### src/rtl/nic_pkg.sv
// nic_pkg: shared constants for the CPU-side NIC responder.
// CPU register map addresses, the default packet width and the position
// of the virtual-channel bit inside a packet (bit 0 is the MSB).
package nic_pkg;

  localparam int NIC_DATA_WIDTH = 64;
  localparam int NIC_VC_BIT     = 0;

  localparam logic [1:0] NIC_ADDR_IN_DATA    = 2'b00;
  localparam logic [1:0] NIC_ADDR_IN_STATUS  = 2'b01;
  localparam logic [1:0] NIC_ADDR_OUT_DATA   = 2'b10;
  localparam logic [1:0] NIC_ADDR_OUT_STATUS = 2'b11;

endpackage

### src/rtl/nic_fifo.sv
// nic_fifo: small circular packet buffer used once per NIC direction.
// The head entry is visible combinationally so the router side can see the
// packet it is about to take. A push into a full buffer is accepted only
// when a pop happens on the same edge and frees the slot.
module nic_fifo #(
  parameter int DATA_WIDTH = 64,
  parameter int BUF_DEPTH  = 2
) (
  input  logic                                 clk,
  input  logic                                 reset,
  input  logic                                 push,
  input  logic [0:DATA_WIDTH-1]                din,
  input  logic                                 pop,
  output logic [0:DATA_WIDTH-1]                head,
  output logic                                 full,
  output logic                                 empty,
  output logic [$clog2(BUF_DEPTH):0]           count
);

  localparam int PTR_W = (BUF_DEPTH > 1) ? $clog2(BUF_DEPTH) : 1;
  localparam int CNT_W = $clog2(BUF_DEPTH) + 1;

  logic [0:DATA_WIDTH-1] mem [BUF_DEPTH];
  logic [PTR_W-1:0]      rd_ptr_reg;
  logic [PTR_W-1:0]      wr_ptr_reg;
  logic [CNT_W-1:0]      count_reg;
  logic                  do_push;
  logic                  do_pop;

  // Wrap explicitly at BUF_DEPTH-1 so a depth of 1 also behaves.
  function automatic logic [PTR_W-1:0] inc_ptr(input logic [PTR_W-1:0] p);
    return (p == PTR_W'(BUF_DEPTH - 1)) ? '0 : p + PTR_W'(1);
  endfunction

  assign empty   = (count_reg == '0);
  assign full    = (count_reg == CNT_W'(BUF_DEPTH));
  assign count   = count_reg;
  assign head    = mem[rd_ptr_reg];
  assign do_pop  = pop && !empty;
  assign do_push = push && (!full || do_pop);

  // Packet storage; contents need no reset because empty gates every use.
  always_ff @(posedge clk) begin
    if (do_push) begin
      mem[wr_ptr_reg] <= din;
    end
  end

  // Pointer and occupancy bookkeeping.
  always_ff @(posedge clk or negedge reset) begin
    if (!reset) begin
      rd_ptr_reg <= '0;
      wr_ptr_reg <= '0;
      count_reg  <= '0;
    end else begin
      if (do_push) begin
        wr_ptr_reg <= inc_ptr(wr_ptr_reg);
      end
      if (do_pop) begin
        rd_ptr_reg <= inc_ptr(rd_ptr_reg);
      end
      if (do_push && !do_pop) begin
        count_reg <= count_reg + CNT_W'(1);
      end else if (do_pop && !do_push) begin
        count_reg <= count_reg - CNT_W'(1);
      end
    end
  end

endmodule

### src/rtl/cpu_nic_responder.sv
// cpu_nic_responder: CPU-facing NIC bridging the CPU register port to one
// mesh router local port. One buffer carries CPU packets to the network,
// the other carries network packets to the CPU.
// Optional build macro NIC_PKT_COUNT_EN adds saturating sent/received
// packet counters readable in the upper 32 bits of the status registers.
module cpu_nic_responder
  import nic_pkg::*;
#(
  parameter int DATA_WIDTH = NIC_DATA_WIDTH,
  parameter int BUF_DEPTH  = 2
) (
  input  logic                  clk,
  input  logic                  reset,
  input  logic                  nicEn,
  input  logic                  nicWrEn,
  input  logic [0:1]            addr_nic,
  input  logic [0:DATA_WIDTH-1] d_in_nic,
  output logic [0:DATA_WIDTH-1] d_out_nic,
  input  logic                  net_si,
  output logic                  net_ri,
  input  logic [0:DATA_WIDTH-1] net_di,
  output logic                  net_so,
  input  logic                  net_ro,
  output logic [0:DATA_WIDTH-1] net_do,
  input  logic                  net_polarity
);

  localparam int CNT_W = $clog2(BUF_DEPTH) + 1;

  logic                  cpu_rd;
  logic                  in_push;
  logic                  in_pop;
  logic [0:DATA_WIDTH-1] in_head;
  logic                  in_full;
  logic                  in_empty;
  logic [CNT_W-1:0]      in_count;
  logic                  out_push;
  logic [0:DATA_WIDTH-1] out_head;
  logic                  out_full;
  logic                  out_empty;
  logic [CNT_W-1:0]      out_count;
  logic [0:DATA_WIDTH-1] rd_data_next;
  logic [0:DATA_WIDTH-1] d_out_nic_reg;
  logic                  unused_counts;

  assign cpu_rd   = nicEn && !nicWrEn;
  assign in_pop   = cpu_rd && (addr_nic == NIC_ADDR_IN_DATA);
  assign out_push = nicEn && nicWrEn && (addr_nic == NIC_ADDR_OUT_DATA);

  // A full input buffer deasserts net_ri, so a CPU pop on that edge never
  // coincides with an accepted network push.
  assign net_ri  = !in_full;
  assign in_push = net_si && net_ri;

  // Inject only when the head packet's VC bit matches the router phase.
  assign net_so = !out_empty && net_ro && (out_head[NIC_VC_BIT] == net_polarity);
  assign net_do = out_empty ? '0 : out_head;

  assign unused_counts = ^{in_count, out_count};

  nic_fifo #(
    .DATA_WIDTH (DATA_WIDTH),
    .BUF_DEPTH  (BUF_DEPTH)
  ) u_in_fifo (
    .clk   (clk),
    .reset (reset),
    .push  (in_push),
    .din   (net_di),
    .pop   (in_pop),
    .head  (in_head),
    .full  (in_full),
    .empty (in_empty),
    .count (in_count)
  );

  nic_fifo #(
    .DATA_WIDTH (DATA_WIDTH),
    .BUF_DEPTH  (BUF_DEPTH)
  ) u_out_fifo (
    .clk   (clk),
    .reset (reset),
    .push  (out_push),
    .din   (d_in_nic),
    .pop   (net_so),
    .head  (out_head),
    .full  (out_full),
    .empty (out_empty),
    .count (out_count)
  );

`ifdef NIC_PKT_COUNT_EN
  logic [31:0] tx_cnt_reg;
  logic [31:0] rx_cnt_reg;

  // Saturating packet counters for completed network transfers.
  always_ff @(posedge clk or negedge reset) begin
    if (!reset) begin
      tx_cnt_reg <= '0;
      rx_cnt_reg <= '0;
    end else begin
      if (net_so && (tx_cnt_reg != 32'hFFFF_FFFF)) begin
        tx_cnt_reg <= tx_cnt_reg + 32'd1;
      end
      if (in_push && (rx_cnt_reg != 32'hFFFF_FFFF)) begin
        rx_cnt_reg <= rx_cnt_reg + 32'd1;
      end
    end
  end
`endif

  // Read-data select for the register map; status flags live in the LSB.
  always_comb begin
    rd_data_next = '0;
    case (addr_nic)
      NIC_ADDR_IN_DATA: begin
        if (!in_empty) begin
          rd_data_next = in_head;
        end
      end
      NIC_ADDR_IN_STATUS: begin
`ifdef NIC_PKT_COUNT_EN
        rd_data_next[0:31] = rx_cnt_reg;
`endif
        rd_data_next[DATA_WIDTH-1] = !in_empty;
      end
      NIC_ADDR_OUT_STATUS: begin
`ifdef NIC_PKT_COUNT_EN
        rd_data_next[0:31] = tx_cnt_reg;
`endif
        rd_data_next[DATA_WIDTH-1] = out_full;
      end
      default: begin
        rd_data_next = '0;
      end
    endcase
  end

  // Registered CPU read data, held between reads.
  always_ff @(posedge clk or negedge reset) begin
    if (!reset) begin
      d_out_nic_reg <= '0;
    end else if (cpu_rd) begin
      d_out_nic_reg <= rd_data_next;
    end
  end

  assign d_out_nic = d_out_nic_reg;

endmodule

### config.mk
export PLATFORM = sky130hd
export DESIGN_NAME = cpu_nic_responder
export DESIGN_NICKNAME = d
export VERILOG_FILES = /design/src/rtl/nic_pkg.sv /design/src/rtl/nic_fifo.sv /design/src/rtl/cpu_nic_responder.sv
export SDC_FILE = /design/constraint.sdc
export NUM_CORES = 1
export LEC_CHECK = 0
export ABC_AREA = 1
export BUFFER_PORTS_ARGS = -buffer_cell sky130_fd_sc_hd__buf_2
export CAP_MARGIN = 15
export CORE_ASPECT_RATIO = 1.1
export CORE_MARGIN = 2
export CORE_UTILIZATION = 45
export DETAILED_ROUTE_END_ITERATION = 10
export PLACE_DENSITY = 0.82
export SYNTH_ARGS = -nofsm -noshare
export SYNTH_HDL_FRONTEND = slang
export SYNTH_SLANG_ARGS = --single-unit
### constraint.sdc
create_clock -name clk -period 3.8 [get_ports clk]
set_input_delay 0.38 -clock clk [delete_from_list [all_inputs] [get_ports clk]]
set_output_delay 0.38 -clock clk [all_outputs]
set_load 0.01 [all_outputs]
**Word-level counts from Yosys, hierarchy flattened**

Memories as Yosys holds them, arrays and structs flattened.
Cells that the tools add are included.

- Add/sub/neg operators: 8
- Multiply operators: 0
- Div/mod/pow operators: 0
- $lt $le $gt $ge: 0
- Equal/unequal tests: 6
- Shift operators: 0
- Mux-type cells: 16
- Bitwise operators: 0
- Reduce and logical (&&, ||, !) cells: 31

Operators with widths:

| operator | number |
|---|---|
| 64-bit two-way mux | 2 |
| 63-bit two-way mux | 1 |
| 1-bit logical AND | 15 |
| 1-bit logical NOT | 9 |
| 2-bit equality test, second input constant | 4 |
| 1-bit two-way mux | 8 |
| 2-bit two-way mux | 4 |
| 2-bit logical NOT | 3 |
| 1-bit adder, second input constant | 4 |
| 2-bit by 1-bit adder with 2-bit output, second input constant | 2 |
| 2-bit nonzero test | 2 |
| 2-bit by 1-bit subtractor with 2-bit output, second input constant | 2 |
| 1-bit one-hot mux with 3 select lines | 1 |
| 2-bit by 1-bit equality test with 1-bit output, second input constant | 1 |
| 1-bit logical OR | 2 |
| 1-bit equality test | 1 |

- Register bits after elaboration: 72
- Bits in latches: 0
- Bits in writable memories: 256
- ROM bits: 0
- Output and inout bits: 130
- Logic and storage cells: 70
- Memories kept: 2

Memories:

| memory | words | bits a word | rd ports | clocked after memory_dff | wr ports | RTL line | source |
|---|---|---|---|---|---|---|---|
| u_in_fifo.mem | 2 | 64 | 1 | 0 | 1 | nic_fifo.sv:23 | `logic [0:DATA_WIDTH-1] mem [BUF_DEPTH];` |
| u_out_fifo.mem | 2 | 64 | 1 | 0 | 1 | nic_fifo.sv:23 |  |

**Longest topological paths before layout**

- Word-level depth: 11
- Gate-level depth with buffers: 11

**By module**

Synthesis repeated with hierarchy kept, for this count alone.

- Cells, all modules: 1,169
- Area, all modules: 13,167.6 um^2

By module, submodules not included:

| module | instances | cells each | area an instance (um^2) |
|---|---|---|---|
| nic_fifo | 2 | 368 | 4,887.2 |
| cpu_nic_responder | 1 | 433 | 3,393.3 |

**Worst setup path before layout**

Ideal clock, no wire load.

- Path type: reg-to-reg
- From: reg u_out_fifo.rd_ptr_reg
- To: mem u_out_fifo.mem[1][0] (netlist bit), enable pin
- Library setup time: 486 ps
- Arrival time: 3,551 ps
- Data required time: 3,314 ps
- Path slack: -237 ps
- Stages on the path, launching flop included: 8
- Path buffers: 1
- Cell sequence: dfrtp_1 > buf_4 > nand2_1 > nand3_1 > nand3_2 > nand2_1 > nand2_1 > nor2_1

- Word-level cells in the longest chain between the ends: 8

Ends and longest elaborated chain:

| element | RTL line | source |
|---|---|---|
| from (decl) | nic_fifo.sv:24 | `logic [PTR_W-1:0] rd_ptr_reg;` |
| from (signal assigned) | nic_fifo.sv:60 | `rd_ptr_reg <= inc_ptr(rd_ptr_reg);` |
| memory read 2 x 64 bit | - |  |
| 1-bit equality test | cpu_nic_responder.sv:56 | `assign net_so = !out_empty && net_ro && (out_head[NIC_VC_BIT] == net_polarity);` |
| 1-bit logical AND | cpu_nic_responder.sv:56 |  |
| 1-bit logical AND | nic_fifo.sv:39 | `assign do_pop = pop && !empty;` |
| 1-bit logical OR | nic_fifo.sv:40 | `assign do_push = push && (!full \|\| do_pop);` |
| 1-bit logical AND | nic_fifo.sv:40 |  |
| 1-bit two-way mux | nic_fifo.sv:44 | `if (do_push) begin` |
| 1-bit two-way mux (implied by the code) | nic_fifo.sv:45 | `mem[wr_ptr_reg] <= din;` |
| to (decl) | nic_fifo.sv:23 |  |

No other way between the ends.

**Final worst setup path**

- From: reg u_out_fifo.rd_ptr_reg
- To: out net_do[35] (netlist bit)

- Word-level cells in the longest chain between the ends: 2

Ends and longest elaborated chain:

| element | RTL line | source |
|---|---|---|
| memory read 2 x 64 bit | - |  |
| 64-bit two-way mux | cpu_nic_responder.sv:57 | `assign net_do = out_empty ? '0 : out_head;` |
| to (decl) | cpu_nic_responder.sv:24 | `output logic [0:DATA_WIDTH-1] net_do,` |

No other way between the ends.

==> flow_summary.rst <==
.. list-table::
   :header-rows: 1

   * - Metric
     - Value
   * - Outcome
     - complete, no violations
   * - Die Height
     - 176 microns
   * - Max VDD drop
     - 0.474 mV
   * - Setup tns final
     - 0 ps
   * - Dominant cell type by area after synthesis
     - sky130_fd_sc_hd__edfxtp_1
   * - Largest fanout on the critical path
     - 64
   * - Width of the die
     - 161 microns
   * - Number of global-route vias before repair
     - 7,572
   * - Number of top-level design ports
     - 267
   * - Overall power consumption
     - 10.5 mW
   * - # Post-CTS Setup Buffers
     - 0
   * - # setup viols final
     - 0
   * - F_max
     - 391 MHz
   * - Share of power burned in the clock network
     - 31.0%
   * - Switching power total
     - 3.19 mW
   * - Pre-CTS WS
     - 1700 ps
   * - Max clock buf depth
     - 3
   * - DR pass1 iterations
     - 5
   * - Net Count, Synth
     - 961
   * - Leakage component of the power
     - 6.15 nW
   * - Final Routed Wirelength
     - 26,900 microns
   * - Layout net count
     - 1,225
   * - CTS H-Tree Depth
     - 2
   * - Core footprint
     - 0.0268 sq mm
   * - Count of vias placed by the detailed router
     - 7,655
   * - CP peak stage delay
     - 540 ps
   * - Slew Limit Headroom
     - 33.0%
   * - Number of antenna-violating nets in the routed design
     - 0
   * - Critical path endpoint category
     - output port
   * - Antenna violations before repair
     - 7
   * - # hold bufs at CTS
     - 0
   * - Synth top area share
     - 63.2%
   * - Leftover overflow at the end of global routing
     - 0
   * - Proportion of power drawn by combinational gates
     - 24.2%
   * - Cell Pwr Density
     - 706 mW/mm^2
   * - Synthesis Warnings
     - 0
   * - Clock tree skew after final layout
     - 29.6 ps
   * - TritonCTS clock tree
     - built
   * - Maximum Capacitance Violations
     - 0
   * - Crit path max-delay cell type
     - sky130_fd_sc_hd__buf_4
   * - Number of storage elements in the synthesis netlist
     - 328
   * - Input/output buffers
     - 266
   * - Area contributors post-synth
     - sky130_fd_sc_hd__edfxtp_1, sky130_fd_sc_hd__dfrtp_1, sky130_fd_sc_hd__mux2i_1
   * - Setup slack after layout
     - 1240 ps
   * - HPWL Detailed
     - 16,700 microns
   * - Internal Dissipation
     - 7.34 mW
   * - Residual DRC
     - 0
   * - Ratio of routed vias to standard cells
     - 5.20
   * - Switching share of power
     - 30.3%
   * - Final period demand of the worst path
     - 2560 ps
   * - Worst EP arrival
     - 2180 ps
   * - Post-synthesis instance area
     - 0.0122 sq mm
   * - Worst Path Class, Setup
     - reg2out
   * - Clk slew on worst S/H paths
     - 60 ps
   * - Netlist cell types
     - 22
   * - HP Class
     - in2async
   * - RSZ-0062 raised after global routing
     - false
   * - Average cell area after synthesis
     - 14.8 sq um
   * - Cell type group with the largest total delay on the critical path
     - buffers and inverters
   * - Drt wl/cell
     - 18.3 microns
   * - Total count of max-transition violations in the final report
     - 0
   * - Total routing usage reported by global routing
     - 18.5%
   * - Clock latency reported for the late side of the worst-skew pair
     - 510 ps
   * - Root buffer cell
     - sky130_fd_sc_hd__clkbuf_16
   * - Initial drt markers
     - 665
   * - CTS-repair resized insts
     - 0
   * - Initial standard-cell utilization of the core
     - 45.4%
   * - Area of the die
     - 0.0284 sq mm
   * - Share of the cycle needed by the critical path after routing
     - 67.3%
   * - Number of failing hold endpoints at the final stage
     - 0
   * - Worst Tran Pin Value
     - 1000 ps
   * - Share of cells above drive strength 1
     - 30.6%
   * - Num rows
     - 63
   * - Largest net degree at the start of global routing
     - 73
   * - CP required
     - 3420 ps
   * - Sequential group share of total power
     - 44.7%
   * - Share of the yosys chip area belonging to registers
     - 78.0%
   * - First-pass GRT wire length
     - 40,700 microns
   * - Final weighted congestion in routability-driven placement
     - 0.811
   * - Critical path, cell by cell
     - inv_2, buf_4, nand2_1, a21oi_1, buf_2
   * - Worst path bufs/invs
     - 3
   * - Kind of start point of the critical path
     - register
   * - Area grow syn2layout
     - 22.6%
   * - CTS sink cnt
     - 328
   * - Inserted Clock Buffers
     - 34
   * - Core utilization of the finished layout
     - 55.7%
   * - Synthesized netlist cell count
     - 822
power by group through the flow:
stage          sequential, mW  clock, mW  combinational [mW]
2_1_floorplan            4.73          0                1.65
4_1_cts                  4.72       3.35                2.59
5_1_grt                  4.76       3.48                2.81
6_report                 4.71       3.27                2.55
3_3_place_gp             4.75          0                2.52
3_5_place_dp             4.78          0                2.57
final timing paths:
check                                       from               endpoint  slack, ps  cells after the start
setup / recovery           u_out_fifo.rd_ptr_reg             net_do[35]       1240                      5
setup reg to reg           u_out_fifo.rd_ptr_reg  u_out_fifo.mem[1][39]       1710                      7
hold reg to reg            u_out_fifo.wr_ptr_reg  u_out_fifo.wr_ptr_reg        480                      2
max in group asynchronous                  reset   u_in_fifo.rd_ptr_reg       3020                      1
min in group clk                      net_di[39]   u_in_fifo.mem[1][24]         60                      1
hold / removal                             reset          d_out_nic[39]         30                      1
cell type report:
type                            instances  area [sq um]
Multi-Input combinational cell        426          2340
Sequential cell                       328          9490
Tap cell                              357           447
Antenna cell                            4          10.0
Inverter                               18          67.6
Timing Repair Buffer                  278          1450
Clock buffer                           44           940
Clock inverter                         16           171
Fill cell                            2169         11900
per-layer routing:
metal	routed length, microns	vias to the layer above	GRT usage (%)	part of all wire, %
li1	-	3516	-	-
met1	10500	3736	22.5	39
met2	13100	335	31.3	49
met3	2540	62	6.15	9.4
met4	712	6	6.06	2.6
met5	35	-	0	0.13
per-stage QoR:
step,instances,cell area [sq um],hold slack [ps]
finish,1471,14900,27.1
floorplan,822,12200,84.4
CTS,1467,14900,36.1
detailed placement,1407,13800,469
global route,1470,14900,39.6
global placement,1407,13800,454
layout by cell type, fill, tap and decap left out:
cell type                      n
sky130_fd_sc_hd__nor2_1        6
sky130_fd_sc_hd__dfrtp_1      70
sky130_fd_sc_hd__inv_6         3
sky130_fd_sc_hd__bufinv_16     3
sky130_fd_sc_hd__buf_4        11
sky130_fd_sc_hd__diode_2       4
sky130_fd_sc_hd__a31oi_1       1
sky130_fd_sc_hd__ha_1          2
sky130_fd_sc_hd__xor2_1        2
sky130_fd_sc_hd__buf_2       265
sky130_fd_sc_hd__nor3_1        1
sky130_fd_sc_hd__edfxtp_1    256
sky130_fd_sc_hd__o21ai_0      81
sky130_fd_sc_hd__inv_2         3
sky130_fd_sc_hd__nand3_1       5
sky130_fd_sc_hd__clkinv_1      4
sky130_fd_sc_hd__inv_1        15
sky130_fd_sc_hd__clkbuf_16    35
sky130_fd_sc_hd__a21oi_1      66
sky130_fd_sc_hd__nor2_4        5
sky130_fd_sc_hd__o21ai_1      50
sky130_fd_sc_hd__clkbuf_1      6
sky130_fd_sc_hd__xnor2_1       4
sky130_fd_sc_hd__clkinv_2      2
sky130_fd_sc_hd__nand2_2       1
sky130_fd_sc_hd__mux2i_1      63
sky130_fd_sc_hd__nand2_1     138
sky130_fd_sc_hd__clkinvlp_4    4
sky130_fd_sc_hd__dfrtp_4       1
sky130_fd_sc_hd__nand3_2       1
sky130_fd_sc_hd__clkbuf_8      3
sky130_fd_sc_hd__buf_12        2
sky130_fd_sc_hd__dfrtp_2       1
worst reg2reg max path: cells and delay by family (launching register included):
kind / cells / cell delay, ps
simple gates: 6 / 860
flops: 1 / 560
buf+inv: 1 / 330
kinds of logic (layout without fill, tap and decap cells):
| group | Yosys count | count (layout) | synth area share [%] |
|---|---|---|---|
| adders and majority gates | 2 | 2 | 0.206 |
| AOI/OAI and AO/OA | 198 | 198 | 8.15 |
| buffers and inverters | 68 | 356 | 3.01 |
| muxes | 63 | 63 | 5.18 |
| DFF | 328 | 328 | 78.0 |
| other | 0 | 4 | 0 |
| and+or+nand+nor | 157 | 157 | 5.04 |
| xor gates and xnor gates | 6 | 6 | 0.432 |
Yosys cell counts, drive strengths merged:
| cell | count |
|---|---|
| edfxtp | 256 |
| nand2 | 139 |
| o21ai | 131 |
| dfrtp | 72 |
| a21oi | 66 |
| mux2i | 63 |
| buf | 37 |
| inv | 18 |
| clkbuf | 13 |
| nor2 | 11 |
| nand3 | 6 |
| xnor2 | 4 |
| ha | 2 |
| xor2 | 2 |
| a31oi | 1 |
| nor3 | 1 |
No activity file was read; power rests on OpenSTA's default activity.
